$ cat src/rtl/ram_read_scheduler.sv
// ram_read_scheduler: arbitrates two read requesters into an in-order queue and issues up to two reads per cycle.
// Optional RAM_SCHED_STATS_EN builds saturating issue/stall counters; otherwise the stat ports are tied to 0.
module ram_read_scheduler #(
    parameter int ADDR_W      = 16,
    parameter int DATA_W      = 16,
    parameter int TAG_W       = 4,
    parameter int QUEUE_DEPTH = 8
) (
    input  logic                  clk,
    input  logic                  rst,
    input  logic                  flush,
    input  logic [1:0]            req_valid,
    output logic [1:0]            req_ready,
    input  logic [2*ADDR_W-1:0]   req_addr,
    input  logic [2*TAG_W-1:0]    req_tag,
    input  logic                  wr_valid,
    input  logic [ADDR_W-1:0]     wr_addr,
    input  logic [DATA_W-1:0]     wr_data,
    output logic                  ram_we,
    output logic [ADDR_W-1:0]     ram_waddr,
    output logic [DATA_W-1:0]     ram_wdata,
    output logic [ADDR_W-1:0]     ram_raddr0,
    input  logic [DATA_W-1:0]     ram_rdata0,
    output logic [ADDR_W-1:0]     ram_raddr1,
    input  logic [DATA_W-1:0]     ram_rdata1,
    output logic [1:0]            rsp_valid,
    output logic [1:0]            rsp_src,
    output logic [2*TAG_W-1:0]    rsp_tag,
    output logic [2*DATA_W-1:0]   rsp_data,
    output logic [31:0]           stat_issued,
    output logic [31:0]           stat_stalls
);
    localparam int PW = $clog2(QUEUE_DEPTH);
    localparam int CW = PW + 1;
    localparam logic [1:0] S_IDLE = 2'd0, S_ACTIVE = 2'd1, S_FLUSH = 2'd2;

    logic [ADDR_W-1:0] addr_q [QUEUE_DEPTH];
    logic [TAG_W-1:0]  tag_q  [QUEUE_DEPTH];
    logic              src_q  [QUEUE_DEPTH];
    logic [1:0]        state_q, state_d;
    logic [PW-1:0]     head_q, head_d, tail_q, tail_d, h1, t1;
    logic [CW-1:0]     count_q, count_d, free, n_enq, n_deq;
    logic              rr_q, rr_d, iss0, iss1;
    logic [1:0]        grant, rsp_valid_d;
    logic [1:0]        rsp_valid_q, rsp_src_q, rsp_src_d;
    logic [2*TAG_W-1:0]  rsp_tag_q, rsp_tag_d;
    logic [2*DATA_W-1:0] rsp_data_q, rsp_data_d;
    logic [DATA_W-1:0] d0, d1;

    assign ram_we    = wr_valid;
    assign ram_waddr = wr_addr;
    assign ram_wdata = wr_data;

    assign free  = CW'(QUEUE_DEPTH) - count_q;
    assign h1    = head_q + PW'(1);
    assign t1    = tail_q + PW'(1);
    assign grant = req_valid & req_ready;
    assign n_enq = CW'(grant[0]) + CW'(grant[1]);
    assign iss0  = state_q == S_ACTIVE && count_q != '0;
    assign iss1  = state_q == S_ACTIVE && count_q > CW'(1);
    assign n_deq = CW'(iss0) + CW'(iss1);

    assign ram_raddr0 = iss0 ? addr_q[head_q] : '0;
    assign ram_raddr1 = iss1 ? addr_q[h1] : '0;

    // With one free slot only a contended pair is narrowed to the round-robin winner.
    always_comb begin
        req_ready = 2'b00;
        if (!rst && !flush && state_q != S_FLUSH)
            req_ready = free >= CW'(2) ? 2'b11 :
                        free == CW'(1) ? (&req_valid ? (rr_q ? 2'b10 : 2'b01) : 2'b11) : 2'b00;
    end

    // A same-cycle write is older than the read, so it wins on an address match.
    always_comb begin
        d0          = wr_valid && wr_addr == ram_raddr0 ? wr_data : ram_rdata0;
        d1          = wr_valid && wr_addr == ram_raddr1 ? wr_data : ram_rdata1;
        rsp_valid_d = flush ? 2'b00 : {iss1, iss0};
        rsp_src_d   = {rsp_valid_d[1] & src_q[h1], rsp_valid_d[0] & src_q[head_q]};
        rsp_tag_d   = {rsp_valid_d[1] ? tag_q[h1] : '0, rsp_valid_d[0] ? tag_q[head_q] : '0};
        rsp_data_d  = {rsp_valid_d[1] ? d1 : '0, rsp_valid_d[0] ? d0 : '0};
        count_d     = flush ? '0 : count_q + n_enq - n_deq;
        head_d      = flush ? '0 : head_q + n_deq[PW-1:0];
        tail_d      = flush ? '0 : tail_q + n_enq[PW-1:0];
        rr_d        = &req_valid && ^grant ? ~rr_q : rr_q;
        state_d     = state_q == S_FLUSH ? S_IDLE : flush ? S_FLUSH :
                      count_d != '0 ? S_ACTIVE : S_IDLE;
    end

    always_ff @(posedge clk) begin
        if (rst) begin
            state_q     <= S_IDLE;
            head_q      <= '0;
            tail_q      <= '0;
            count_q     <= '0;
            rr_q        <= 1'b0;
            rsp_valid_q <= '0;
            rsp_src_q   <= '0;
            rsp_tag_q   <= '0;
            rsp_data_q  <= '0;
        end else begin
            state_q     <= state_d;
            head_q      <= head_d;
            tail_q      <= tail_d;
            count_q     <= count_d;
            rr_q        <= rr_d;
            rsp_valid_q <= rsp_valid_d;
            rsp_src_q   <= rsp_src_d;
            rsp_tag_q   <= rsp_tag_d;
            rsp_data_q  <= rsp_data_d;
        end
    end

    // Requester 0 takes the tail slot first when both are granted.
    always_ff @(posedge clk) begin
        if (grant[0]) begin
            addr_q[tail_q] <= req_addr[ADDR_W-1:0];
            tag_q[tail_q]  <= req_tag[TAG_W-1:0];
            src_q[tail_q]  <= 1'b0;
        end
        if (grant[1]) begin
            addr_q[grant[0] ? t1 : tail_q] <= req_addr[2*ADDR_W-1:ADDR_W];
            tag_q[grant[0] ? t1 : tail_q]  <= req_tag[2*TAG_W-1:TAG_W];
            src_q[grant[0] ? t1 : tail_q]  <= 1'b1;
        end
    end

    assign rsp_valid = rsp_valid_q;
    assign rsp_src   = rsp_src_q;
    assign rsp_tag   = rsp_tag_q;
    assign rsp_data  = rsp_data_q;

`ifdef RAM_SCHED_STATS_EN
    logic [31:0] issued_q, stalls_q;
    logic [32:0] issued_sum;
    assign issued_sum = {1'b0, issued_q} + 33'(n_deq);
    always_ff @(posedge clk) begin
        if (rst) begin
            issued_q <= '0;
            stalls_q <= '0;
        end else begin
            issued_q <= issued_sum[32] ? '1 : issued_sum[31:0];
            if (|(req_valid & ~req_ready) && stalls_q != '1)
                stalls_q <= stalls_q + 32'd1;
        end
    end
    assign stat_issued = issued_q;
    assign stat_stalls = stalls_q;
`else
    assign stat_issued = '0;
    assign stat_stalls = '0;
`endif
endmodule
$ cat config.mk
export PLATFORM = sky130hd
export DESIGN_NAME = ram_read_scheduler
export DESIGN_NICKNAME = d
export VERILOG_FILES = /design/src/rtl/ram_read_scheduler.sv
export SDC_FILE = /design/constraint.sdc
export NUM_CORES = 1
export LEC_CHECK = 0
export ABC_CLOCK_PERIOD_IN_PS = 6300
export CORE_ASPECT_RATIO = 0.7
export CORE_UTILIZATION = 52
export DETAILED_ROUTE_END_ITERATION = 12
export GPL_TIMING_DRIVEN = 1
export PLACE_DENSITY_LB_ADDON = 0.2
export SKIP_CTS_REPAIR_TIMING = 1
export SYNTH_ARGS = -nofsm -noshare
export SYNTH_HDL_FRONTEND = slang
export SYNTH_SLANG_ARGS = --single-unit
$ cat constraint.sdc
create_clock -name clk -period 6.3 [get_ports clk]
set_clock_uncertainty 0.2 [all_clocks]
set_input_delay 1.575 -clock clk [delete_from_list [all_inputs] [get_ports clk]]
set_output_delay 1.575 -clock clk [all_outputs]
set_load 0.02 [all_outputs]
==> out/qor.csv <==
stage,metric,value,unit
status,status,"complete, no violations",
finish,final core occ,63.9,%
finish,area of the multi-input gates,6600,um2
synth,Main synth FF type,edfxtp_1,
finish,layout cells sized above 1,24.0,%
drt,antenna-violating nets left,0,
grt,total track usage,28.4,%
grt,first-pass GRT wire length,57100,um
power_and_ir_drop,Int Pwr,2.59,mW
synth,mapped cell area,13600,um2
timing,"Slew Viols, Final",0,
critical_path,CP Cell Sequence,ha_4 > xor2_4 > buf_4 > nand2_1 > o21ai_0 > nor2_1 > clkdlybuf4s50_1,
drt,highest metal used,met4,
drt,vias,9712,
finish,FILL cells,1992,
drt,WL final,38700,um
finish,Nets,1397,
power_and_ir_drop,Cell Pwr Density,208,nW/um2
clock_network,Clock Latency Late Sink,520,ps
timing,RSZ-0062 raised after global routing,no,
place,DP Worst Slack,1040,ps
drt,Avg WL per Cell,23.9,um
critical_path,Slowest cell on crit path,dfxtp_4,
timing,setup_tns,0,ps
floorplanning,Initial Util,53.0,%
critical_path,CP endpoint kind,output pin,
drt,vias per cell,6.01,
synth,"Async S/R FF share, synth",0,%
clock_network,depth of the CTS H-tree,1,
floorplanning,die width,195,um
critical_path,"slowest stage delay, CP",800,ps
timing,Final Hold Fails,0,
synth,Post-synth EDFFs,160,
grt,largest net degree at the start of global routing,49,
synth,Area contributors post-synth,"edfxtp_1 35%, mux2_2 14%, dfxtp_1 9.6%, mux4_2 8.9%, mux2i_1 5.8%",
timing,Hold WS,277,ps
clock_network,Clock Tree Buf Depth,3,
timing,fmax,180,MHz
timing,Final WS setup,737,ps
grt,vias in the first global route,9303,
power_and_ir_drop,P_sw,821,uW
synth,"FF+latch count, synth",225,
synth,Cells after Synth,1094,
place,I/O Buffers,220,
drt,Routed met3 length,3600,um
place,Cells after DPL,1573,
power_and_ir_drop,peak supply drop,0.000189,V
synth,Post-synth top cells,"165 x mux2_2, 160 x edfxtp_1, 102 x buf_4",
clock_network,CTS tree,done,
power_and_ir_drop,combinational share of power,12.1,%
drt,1st-iter DRT viols,942,
synth,Yosys top cell by area,edfxtp_1,
power_and_ir_drop,switching share of power,24.1,%
finish,# diodes,0,
grt,total grt overflow,0,
job,max-cap violations,0,
floorplanning,die area,26800,um2
min_path,worst hold path type,flop to flop,
grt,initial antenna violation count,0,
clock_network,Root Buffer,clkbuf_16,
synth,Yosys warnings,0,
power_and_ir_drop,Seq pwr share,47.7,%
critical_path,critical path arrival,3790,ps
power_and_ir_drop,leakage power,5.47,nW
critical_path,Worst path top cell family by delay,buffers and inverters,
critical_path,WP data required,4530,ps
drt,met1 wire length,17100,um
clock_network,clk slew on worst S/H paths,60,ps
timing,Final Critical Period,5560,ps
critical_path,worst-path fanout max,36,
finish,Layout Cells excl Fill,1617,
floorplanning,core footprint,25700,um2
place,GPL Wtd Cong,0.883,
timing,count of final setup violators,0,
timing,worst-margin pin slew,1020,ps
timing,Final Cycle Share,88.3,%
floorplanning,# rows,49,
clock_network,total CTS buffers,24,
power_and_ir_drop,clock share of power,40.2,%
synth,Yosys top cell area share,35.3,%
critical_path,WS Path Type,flop to output pin,
synth,Syn Area/Cell,12.4,um2
clock_network,Sink Count,225,
drt,Met2 Wirelength,17200,um
synth,post-synthesis sequential area ratio,44.9,%
drt,DRC,0,
critical_path,WP buf/inv,2,
drt,DR pass1 iterations,5,
place,Detailed Place HPWL,26700,um
floorplanning,io pins,285,
critical_path,startpoint class of the critical path,flop,
finish,P&R area growth vs syn,20.7,%
synth,Yosys cell types,62,
floorplanning,die height,137,um
finish,register area,6110,um2
synth,top-count cell post-synth,mux2_2,
timing,Max-slew headroom,31.4,%
## layer usage
| layer | vias to the layer above | track usage (%) |
|---|---|---|
| met5 | - | 0 |
| met4 | 0 | 6.39 |
| met3 | 63 | 4.97 |
| met2 | 530 | 42.8 |
| met1 | 4803 | 42.6 |
| li1 | 4316 | - |
## worst register-to-register path: cells and delay by family, from the launching register on
family | cells | cell delay [ps]
xor gates and xnor gates | 1 | 510
AOI/OAI and AO/OA | 3 | 900
buffers and inverters | 1 | 420
DFF | 1 | 800
and+or+nand+nor | 4 | 1510
adders and majority gates | 1 | 290
## cell type report
| cell class | instances | share of cell area (%) |
|---|---|---|
| Inverter | 24 | 0.548 |
| Timing Repair Buffer | 251 | 14.9 |
| Tap cell | 331 | 2.52 |
| Sequential cell | 225 | 37.2 |
| Multi-Input combinational cell | 742 | 40.2 |
| Clock inverter | 9 | 0.267 |
| Clock buffer | 35 | 4.35 |
## metrics by stage
stage               power, mW  cell area, um2
global route             3.50           16400
finish                   3.41           16400
global placement         2.06           15700
detailed placement       2.06           15700
CTS                      3.42           16400
floorplan                1.93           13800
## logic make-up after synthesis
logic type | after synthesis | synth area share, %
muxes | 298 | 28.4
DFF | 225 | 44.9
and+or+nand+nor | 221 | 8.42
buffers and inverters | 190 | 8.80
AOI/OAI and AO/OA | 107 | 5.32
xor gates and xnor gates | 33 | 2.18
adders and majority gates | 19 | 1.97
other | 1 | 0.0276
## final timing paths
path              startpoint            end  slack [ps]  depth (start not counted)
hold reg to reg     src_q[1]       src_q[1]         280                          2
setup reg to reg   head_q[1]   rsp_data[28]        1520                         10
setup / recovery   head_q[1]  ram_raddr1[5]         740                          7
hold / removal      src_q[1]       src_q[1]         280                          2
## registers in the layout, summed over array words and instances, names as in the netlist
| register | cells |
|---|---|
| head_q | 3 |
| rsp_valid | 2 |
| src_q | 8 |
| count_q | 4 |
| rsp_tag | 8 |
| state_q | 2 |
| tail_q | 3 |
| rsp_data | 32 |
| addr_q | 128 |
| rr_q | 1 |
| tag_q | 32 |
| rsp_src | 2 |
## placed cells by master, fill, tap and decap left out, types with 26 or more instances in the layout
master / count
mux2_2: 165
buf_4: 30
conb_1: 64
a21oi_1: 34
clkbuf_16: 26
clkdlybuf4s50_1: 220
dfxtp_1: 62
mux2i_1: 79
nand3_1: 38
nor2_1: 46
mux4_2: 54
edfxtp_1: 160
nand2_1: 54
## power by group through the flow
stage / registers, mW / logic, mW / clock network, mW
2_1_floorplan: 1.65 / 0.273 / 0
3_3_place_gp: 1.66 / 0.401 / 0
3_5_place_dp: 1.66 / 0.405 / 0
4_1_cts: 1.63 / 0.409 / 1.39
5_1_grt: 1.63 / 0.441 / 1.43
6_report: 1.63 / 0.412 / 1.37
(Power assumes the default switching activity.)
==> RTL change 1 (same flow settings) <==
The option `RAM_SCHED_STATS_EN` is turned on by a define.
--- a/src/rtl/ram_read_scheduler.sv
+++ b/src/rtl/ram_read_scheduler.sv
@@ -1,5 +1,7 @@
 // ram_read_scheduler: arbitrates two read requesters into an in-order queue and issues up to two reads per cycle.
 // Optional RAM_SCHED_STATS_EN builds saturating issue/stall counters; otherwise the stat ports are tied to 0.
+`define RAM_SCHED_STATS_EN
+
 module ram_read_scheduler #(
     parameter int ADDR_W      = 16,
     parameter int DATA_W      = 16,
Function: changed (Yosys sat finds a counterexample within 4 cycles, from zero or initial values and one cycle with rst high).
==> RTL change 1 against the original RTL <==
Cell area grew 21%. Total power up 21%. Critical endpoint is now ram_raddr1[8]. Maximum frequency fell by 4.9%. Sequential cell count is 64 higher. Synthesized area increased by 18%. Wire length rose by 21%. Die area rose by 17%. Clock power increased by 23%. Synthesized cell count rose by 22%. Worst setup slack lost 0.29 ns. Sequential power is 25% higher. Register-to-register slack got worse by 0.30 ns.
==> RTL change 1: results <==
[setup_path]
setup.worst_path.end = "ram_raddr1[8]"
r2r_cells = 16
r2r_slack_ns = 1.22
critPathMaxFanout = 28

[cts]
numCtsBuffers = 29

[layout]
nFillCells = 2340
final_nets = 1699
drive_gt1_share_pct = 20.6
final_cells = 2002

[grt]
grt_antenna_before_repair = 1
grt_pass1_wl_mm = 70.7
grt_use_met1_pct = 41.0
grt.total_usage_pct = 29.6
grt_max_degree = 65
grt_pass1_vias = 11868
grt_util_met2_pct = 47.3

[sta]
holdWs_ns = 0.270

[placed_design]
pre_cts_ws_ns = 1.01
port_buffers = 284
gp_congestion = 0.918
dp_hpwl_mm = 32.1
placedCellCount = 1947

[synthesis]
synth.top_cells.by_area = "edfxtp_1 (30%), dfxtp_1 (16%), mux2_2 (12%)"
seq_area_frac_synth_pct = 46.1
synthDistinctLibCells = 72
synthCells = 1336
synthTopCellsByCount = "mux2_2 (167), edfxtp_1 (160), dfxtp_1 (129)"

[hold_path]
hold_end = "src_q[3]"
min_from = "src_q[3]"

[detailed_routing]
met3WireLength_mm = 4.45
wl_met2_mm = 21.5
vias_per_cell = 6.06
drtIter0Drc = 1142
wl_met1_mm = 19.8

[run_status]
status = "completed"
[RTL change 1: changes by cell type in the layout (fill, tap and decap cells not counted), sizes merged, moves of 19 or more]
cell | unedited run | this run
nand2 | 54 | 78
inv | 23 | 43
nand4 | 20 | 41
a21oi | 34 | 63
nor2 | 48 | 104
conb | 64 | 0
xnor2 | 23 | 44
dfxtp | 65 | 129
xor2 | 10 | 40
clkdlybuf4s50 | 220 | 283
mux2i | 79 | 60
[RTL change 1: area by class of cell]
cell class                 instances  area share [%]
clock buffer                      46            4.41
timing repair buffer             312            15.4
clock inverter                     8           0.246
tap                              412            2.60
inverter                          41           0.777
sequential                       289            37.3
antenna                            1          0.0126
multi-input combinational        893            39.2
[RTL change 1: power breakdown]
| group | total [W] | switching [W] | internal [W] |
|---|---|---|---|
| sequential | 0.00204 | 0.0000219 | 0.00202 |
| clock | 0.00168 | 0.000731 | 0.000952 |
| combinational | 0.000411 | 0.000201 | 0.000209 |
[RTL change 1: logic make-up (layout without fill, tap and decap cells)]
family | count (synthesis) | after routing | share of synthesized area (%)
AO/OA/AOI/OAI | 146 | 146 | 5.83
buffers and inverters | 154 | 407 | 5.55
XOR/XNOR | 84 | 84 | 4.71
AND/OR/NAND/NOR | 345 | 345 | 10.8
multiplexers | 295 | 295 | 25.0
adder cells (fa/ha/maj) | 23 | 23 | 2.03
other | 0 | 1 | 0
flip-flops | 289 | 289 | 46.1
[RTL change 1: worst max-delay path, cell delays in order (launching register included)]
cell and delay [ns]:
dfxtp_4 0.61, ha_2 0.91, buf_4 0.43, nor2b_1 0.09
a2111oi_0 0.69, nor2_1 0.18, clkdlybuf4s50_1 0.61
==> RTL change 2 (same settings) <==
Without the edit above. Take the reset off `rsp_data_q` and load it in a clocked block of its own.
--- a/src/rtl/ram_read_scheduler.sv
+++ b/src/rtl/ram_read_scheduler.sv
@@ -97,7 +97,6 @@
             rsp_valid_q <= '0;
             rsp_src_q   <= '0;
             rsp_tag_q   <= '0;
-            rsp_data_q  <= '0;
         end else begin
             state_q     <= state_d;
             head_q      <= head_d;
@@ -107,8 +106,11 @@
             rsp_valid_q <= rsp_valid_d;
             rsp_src_q   <= rsp_src_d;
             rsp_tag_q   <= rsp_tag_d;
-            rsp_data_q  <= rsp_data_d;
         end
+    end
+
+    always_ff @(posedge clk) begin
+        rsp_data_q <= rsp_data_d;
     end
 
     // Requester 0 takes the tail slot first when both are granted.
Check against the original RTL: differs if rst is asserted again (counterexample within 4 cycles, from zero or initial values and one cycle with rst high); with rst held inactive, the same outputs for 4 cycles.
==> RTL change 2 against the original RTL <==
Utilization increased by 1.1 points. Largest cell class unchanged. Cell area decreased by 0.64%. Sequential cell count unchanged. Worst setup slack improved by 0.10 ns. Synthesized area decreased by 0.52%. Critical endpoint is now ram_raddr1[0]. Total power decreased by 2.6%. Final cell count decreased by 0.87%. Global-route usage increased by 1.9 points. Wire length increased by 4.8%. Sequential power about the same. Sequential share of layout area increased by 0.22 points.
==> RTL change 2: results <==
[synthesis]
synthTopCellsByCount = "edfxtp_1 (160), mux2_1 (157), mux2i_1 (104)"
synthDistinctLibCells = 61
seq_area_frac_synth_pct = 45.1
synth.top_cells.by_area = "edfxtp_1 (35%), mux2_1 (13%), dfxtp_1 (9.6%)"
async_flop_share_pct = 0

[layout]
drive_gt1_share_pct = 10.9
nFillCells = 1945
largest-register = "addr_q"
final_nets = 1389

[placed_design]
gp_congestion = 0.878
dp_hpwl_mm = 28.2

[power]
p_leak_nw = 5.52
p_sw_share_pct = 24.2
ir_drop_v = 0.000176

[grt]
grt_antenna_before_repair = 1
grt.total_usage_pct = 30.3
grt_pass1_wl_mm = 59.9
grt_pass1_vias = 9621
grt_max_degree = 52

[setup_path]
r2r_cells = 10
slowest_stage = "dfxtp_2"
critPathMaxFanout = 17
max_stage_delay_ns = 0.60
arrival_ns = 3.69

[detailed_routing]
drtIter0Drc = 818
dr.pass1.iters = 5
wl_mm = 40.6
vias_per_cell = 6.14

[run_status]
status = "completed"

[cts]
numCtsBuffers = 23

[sta]
worst_pin_slew_ns = 1.10
-- RTL change 2: cell count changes after synthesis, sizes merged, moves of 10 or more --
| cell | before | now |
|---|---|---|
| a22oi | 1 | 27 |
| o31ai | 17 | 1 |
| mux4 | 54 | 44 |
| and3 | 1 | 14 |
| o21ai | 14 | 29 |
| mux2i | 79 | 105 |
| nand3 | 38 | 23 |
| nand2 | 54 | 25 |
-- RTL change 2: cell type report --
type	instances	area, um^2	area share [%]
multi-input cells	732	6550	40.1
flip-flops and latches	225	6110	37.4
repair buffers	251	2460	15.1
clock buffers	38	672	4.12
well taps	325	407	2.49
inverters	27	101	0.621
clock inverters	4	22.5	0.138
diodes	1	2.50	0.0153
-- RTL change 2: layer usage --
metal | vias to the layer above | part of all wire, % | track usage (%)
met5 | - | 0 | 0
met4 | 0 | 3.0 | 9.89
met3 | 91 | 9.0 | 4.95
met2 | 561 | 48 | 50.3
met1 | 4881 | 40 | 40.9
li1 | 4304 | - | -
-- RTL change 2: kinds of logic after synthesis --
family                     synth area share [%]
DFF                                        45.1
xor gates and xnor gates                   2.19
adders and majority gates                  1.98
other                                    0.0277
buffers and inverters                      8.85
and+or+nand+nor                            7.14
muxes                                      28.5
AOI/OAI and AO/OA                          6.21
-- RTL change 2: worst max-delay path, delay by kind of cell (launching register included) --
family / cells / cell delay, ns
xor gates and xnor gates: 1 / 0.54
adders and majority gates: 1 / 0.24
buffers and inverters: 2 / 0.92
DFF: 1 / 0.60
muxes: 2 / 0.76
and+or+nand+nor: 1 / 0.08
-- RTL change 2: path summary, 6_finish.rpt --
path	from	end	slack, ns
min reg2reg	src_q[4]	src_q[4]	0.28
max	head_q[0]	ram_raddr1[0]	0.84
min	src_q[4]	src_q[4]	0.28
max reg2reg	head_q[1]	rsp_data[1]	1.46
-- RTL change 2: power groups by stage --
stage | combinational (W) | sequential, W | clock, W
after floorplan | 0.000255 | 0.00165 | 0
after global placement | 0.000387 | 0.00166 | 0
after detailed placement | 0.000394 | 0.00166 | 0
after CTS | 0.000396 | 0.00163 | 0.00131
after global routing | 0.000427 | 0.00163 | 0.00137
final | 0.000398 | 0.00163 | 0.00130
-- RTL change 2: stage by stage --
step	power (W)	setup slack [ns]	cells	cell area (um^2)
floorplan	0.00191	1.32	1146	13800
global placement	0.00204	1.00	1560	15600
detailed placement	0.00205	0.770	1560	15600
CTS	0.00333	0.911	1602	16300
global route	0.00342	0.781	1603	16300
finish	0.00332	0.837	1603	16300
